File: config.mk
export PLATFORM = sky130hd
export DESIGN_NAME = array_div
export DESIGN_NICKNAME = d
export VERILOG_FILES = /design/src/rtl/array_div.sv
export SDC_FILE = /design/constraint.sdc
export NUM_CORES = 1
export LEC_CHECK = 0
export BUFFER_PORTS_ARGS = -buffer_cell sky130_fd_sc_hd__buf_2
export CAP_MARGIN = 20
export CELL_PAD_IN_SITES_DETAIL_PLACEMENT = 0
export CELL_PAD_IN_SITES_GLOBAL_PLACEMENT = 2
export CORE_UTILIZATION = 36
export CTS_CLUSTER_SIZE = 28
export DETAILED_ROUTE_END_ITERATION = 8
export PLACE_DENSITY_LB_ADDON = 0.12
export SYNTH_ARGS = -nofsm -noshare
export SYNTH_HDL_FRONTEND = slang
export SYNTH_SLANG_ARGS = --single-unit
File: constraint.sdc
create_clock -name CLK -period 4.4 [get_ports CLK]
set_clock_uncertainty 0.1 [all_clocks]
set_input_delay 0.66 -clock CLK [delete_from_list [all_inputs] [get_ports CLK]]
set_output_delay 0.66 -clock CLK [all_outputs]
set_load 0.01 [all_outputs]
File: src/rtl/array_div.sv
// Sequential restoring divider for hidden-bit significands: q = floor(Ma*2^(QW-2)/Mb)
// with a sticky remainder flag, one quotient bit per cycle, plus zero/divide-by-zero fast paths.
module array_div #(
  parameter int unsigned SW = 10,
  parameter int unsigned QW = 24
) (
  input  logic          CLK,
  input  logic          RST,
  input  logic          start,
  input  logic [SW-1:0] a,
  input  logic [SW-1:0] b,
  input  logic          azero,
  input  logic          bzero,
  output logic          busy,
  output logic          done,
  output logic [QW-1:0] q,
  output logic          sticky,
  output logic          dbz
);

  localparam int unsigned RW = SW + 3;
  localparam int unsigned CW = $clog2(QW);

  typedef enum logic [1:0] {IDLE, CALC, DONE} state_t;

  state_t        state_q, state_d;
  logic [CW-1:0] count_q, count_d;
  logic [SW:0]   mb_q, mb_d;
  logic [RW-1:0] rem_q, rem_d;
  logic [QW-1:0] q_q, q_d;
  logic          sticky_q, sticky_d;
  logic          dbz_q, dbz_d;
  logic          busy_q, busy_d;
  logic          done_q, done_d;

  logic [RW:0]   diff;
  logic          ge;
  logic [RW-1:0] rem_base;

  // The divisor is compared doubled so QW steps yield exactly QW-2 fraction
  // bits with the quotient MSB always 0; the remainder is held at twice scale.
  always_comb begin
    diff     = {1'b0, rem_q} - {2'b00, mb_q, 1'b0};
    ge       = ~diff[RW];
    rem_base = ge ? diff[RW-1:0] : rem_q;

    state_d  = state_q;
    count_d  = count_q;
    mb_d     = mb_q;
    rem_d    = rem_q;
    q_d      = q_q;
    sticky_d = sticky_q;
    dbz_d    = dbz_q;
    busy_d   = (state_q == CALC);
    done_d   = (state_q == DONE);

    case (state_q)
      IDLE: begin
        if (start) begin
          mb_d     = {1'b1, b};
          sticky_d = 1'b0;
          dbz_d    = 1'b0;
          if (bzero) begin
            q_d     = '1;
            dbz_d   = 1'b1;
            state_d = DONE;
          end else if (azero) begin
            q_d     = '0;
            state_d = DONE;
          end else begin
            q_d     = '0;
            rem_d   = {2'b00, 1'b1, a};
            count_d = CW'(QW - 1);
            state_d = CALC;
          end
        end
      end
      CALC: begin
        q_d   = {q_q[QW-2:0], ge};
        rem_d = rem_base << 1;
        if (count_q == '0) begin
          sticky_d = (rem_base != '0);
          state_d  = DONE;
        end else begin
          count_d = count_q - 1'b1;
        end
      end
      DONE:    state_d = IDLE;
      default: state_d = IDLE;
    endcase
  end

  always_ff @(posedge CLK) begin
    if (RST) begin
      state_q  <= IDLE;
      count_q  <= '0;
      mb_q     <= '0;
      rem_q    <= '0;
      q_q      <= '0;
      sticky_q <= 1'b0;
      dbz_q    <= 1'b0;
      busy_q   <= 1'b0;
      done_q   <= 1'b0;
    end else begin
      state_q  <= state_d;
      count_q  <= count_d;
      mb_q     <= mb_d;
      rem_q    <= rem_d;
      q_q      <= q_d;
      sticky_q <= sticky_d;
      dbz_q    <= dbz_d;
      busy_q   <= busy_d;
      done_q   <= done_d;
    end
  end

  assign busy   = busy_q;
  assign done   = done_q;
  assign q      = q_q;
  assign sticky = sticky_q;
  assign dbz    = dbz_q;

endmodule

==> results by group <==
Status
  – Outcome: finished, final reports clean

Synth
  – Mapped Cells: 360
  – Synth warn: 0
  – Synthesized area: 3040 sq um
  – Mapped Nets: 399
  – Post-synth ARST share: 0%
  – Post-synthesis cell type count: 53
  – Synth top area share: 38.9%
  – Leading area contributor after synthesis: dfxtp_1
  – Sequential area share after synthesis: roughly two fifths
  – Synthesized area per cell: roughly 8.4 sq um
  – Ys flop type: dfxtp_1
  – EDFF count, synth: 0
  – Synth top area cells: dfxtp_1 39%, a21oi_1 6.8%, a22oi_1 5.7%, ha_1 5.4%, nand2_1 5.2%
  – FF+latch count, synth: 59

Route
  – Drt total wl: between 8 and 9 mm
  – DR pass1 iterations: 5
  – Via count: 2,735
  – Vias per cell: 5.33
  – WL/cell: 16.0 um
  – Post-DRT Antenna Nets: 0
  – DRT iter0 DRCs: between 150 and 200
  – Residual DRC: 0

Floorplanning
  – Die height: 93.8 um
  – Core area: 8180 sq um
  – I/O pins: 53
  – Cell Rows: 33
  – Die ar.: 8800 sq um
  – Chip width: 93.8 um
  – Initial Util: ~37%

Power and ir drop
  – P_leak: 1.46 nW
  – Worst VDD drop: 0.187 mV
  – Power Density: 423 nW/um^2

Timing
  – Final worst slack: ~1.5 ns
  – RSZ-0062 raised after global routing: no
  – Final Hold Fails: 0
  – Final setup vio count: 0
  – Period utilization: 66.5%
  – Peak Freq: 342 MHz
  – Max-slew violations: 0
  – Slew at the pin closest to its max-slew limit: 0.880 ns
  – Crit path time final: 2.93 ns
  – Slew margin rel.: 41.2%
  – Post-Route Setup TNS: 0 ns

GRT
  – First-pass GRT wire length: approximately 13 mm
  – Vias in the first global route: 2,504
  – Initial antenna violation count: 0
  – Largest net degree at the start of global routing: 60
  – Total gr overflow: 0
  – Tot GR Track Use: 19.7%

Layout
  – Reg area: 1180 sq um
  – Synth-to-Final Area Change: 18.5%
  – Commonest non-fill, non-tap cell in the layout: dfxtp_1
  – Fin area: 3600 sq um
  – Final Core Density: approximately 44%
  – Fin cells: roughly 500
  – Nets: around 440
  – Antenna cells: 0
  – # fillers: between 800 and 900
  – Share of cells above drive strength 1: 20.8%
  – Most frequent cells in the layout: 59 x dfxtp_1, 52 x buf_2, 42 x nand2_1
  – Multi-input logic area: about 1700 sq um

Clocking
  – Worst-path clk slew: around 0.070 ns
  – Latest clock arrival within the worst-skew pair: 0.35 ns
  – Root buffer cell: clkbuf_8
  – H-tree depth: 3
  – Post-cts sizing count: 0
  – # Post-CTS Setup Buffers: 0
  – CTS Buffer Depth: 2
  – Hold Buf Count CTS: 0
  – Num CTS Buffers: 9
  – CTS sink cnt: 59
  – TritonCTS clock tree: done

Hold path
  – Hold Crit Class: flop to flop

Place
  – Final Wtd Congestion: about 0.81
  – IO buf count: 52
  – Placed Area: 3380 sq um
  – Pre-CTS setup slack: 1.46 ns
  – Post-DP HPWL: about 5.5 mm
  – Post-Place Cells: 498

Flow run
  – Max-cap viol count: 0

Critical path
  – Crit path kind: flop to flop
  – CP arrival: 3.04 ns
  – Crit path max fanout: 15
  – CP max-delay cell: a2111oi_1
  – CP max stage delay: 0.46 ns
  – Crit-path cells: inv_1 > ha_1 > fa_1 > nor2b_4 > o31a_4 > o211ai_4 > nand2_4 > or3_1 > a2111oi_1 > a311oi_1
  – Startpoint Class: flop
  – Required time of the critical path: approximately 4.5 ns
  – Crit. End Element: flop
-- worst paths after layout --
path,endpoint,slack (ns),cells after the start,from
hold reg to reg,mb_q[6]$_SDFFE_PP0P_,0.36,2,mb_q[6]$_SDFFE_PP0P_
setup / recovery,sticky$_SDFFE_PP0P_,1.47,10,rem_q[1]$_SDFFE_PP0P_
setup reg to reg,sticky$_SDFFE_PP0P_,1.47,10,rem_q[1]$_SDFFE_PP0P_
hold / removal,mb_q[6]$_SDFFE_PP0P_,0.36,2,mb_q[6]$_SDFFE_PP0P_
-- per-layer routing --
| layer | part of all wire [%] | routed length (um) | global-route usage, % |
|---|---|---|---|
| met5 | 0 | 0 | 0 |
| met4 | 1.3 | 105 | 6.54 |
| met3 | 4.1 | 337 | 5.10 |
| met2 | 44 | 3650 | 29.2 |
| met1 | 50 | 4140 | 27.5 |
-- power by group --
part	internal [W]	switching, W	leakage [nW]
sequential	0.000571	0.0000295	0.484
clock	0.000301	0.000213	0.104
combinational	0.000170	0.000236	0.877
-- worst max-delay path: cells and delay by family (launching register included) --
kind | cells | cell delay [ns]
AO/OA/AOI/OAI | 4 | 1.24
AND/OR/NAND/NOR | 3 | 0.60
adder cells (fa/ha/maj) | 2 | 0.45
flip-flops | 1 | 0.33
buffers and inverters | 1 | 0.08
-- layout make-up --
class	count	area share [%]
Clock buffer	12	4.59
Clock inverter	2	0.974
Inverter	17	1.77
Multi-Input combinational cell	260	47.3
Sequential cell	59	32.8
Tap cell	105	3.65
Timing Repair Buffer	58	8.84
-- sequential cells by signal (all words and copies together), names as in the netlist --
register  flops
mb_q         11
rem_q        13
busy          1
state_q       2
sticky        1
q            24
dbz           1
done          1
count_q       5
-- Yosys cell counts (6+ instances only) --
| cell type | instances |
|---|---|
| a21oi_1 | 41 |
| clkbuf_1 | 22 |
| nor2_1 | 22 |
| o21ai_0 | 9 |
| nand3_1 | 6 |
| mux2i_1 | 6 |
| nor2b_1 | 9 |
| dfxtp_1 | 59 |
| inv_1 | 17 |
| nand2_1 | 42 |
| a211oi_1 | 16 |
| ha_1 | 13 |
| a22oi_1 | 23 |
| nor3_1 | 6 |
-- metrics by stage --
stage | hold slack [ns] | power (W)
floorplan | 0.336 | 0.000904
global placement | 0.342 | 0.00101
detailed placement | 0.348 | 0.00101
CTS | 0.357 | 0.00154
global route | 0.383 | 0.00161
finish | 0.356 | 0.00152
-- logic make-up after synthesis --
kind of cell | Yosys count | share of synthesized area (%)
xor+xnor | 8 | 2.31
fa+ha+maj | 14 | 6.02
mux | 7 | 2.35
flops | 59 | 38.9
simple gates | 108 | 17.6
buf+inv | 41 | 5.11
compound gates | 123 | 27.7
Note: power is estimated with default switching activity, not from simulation.
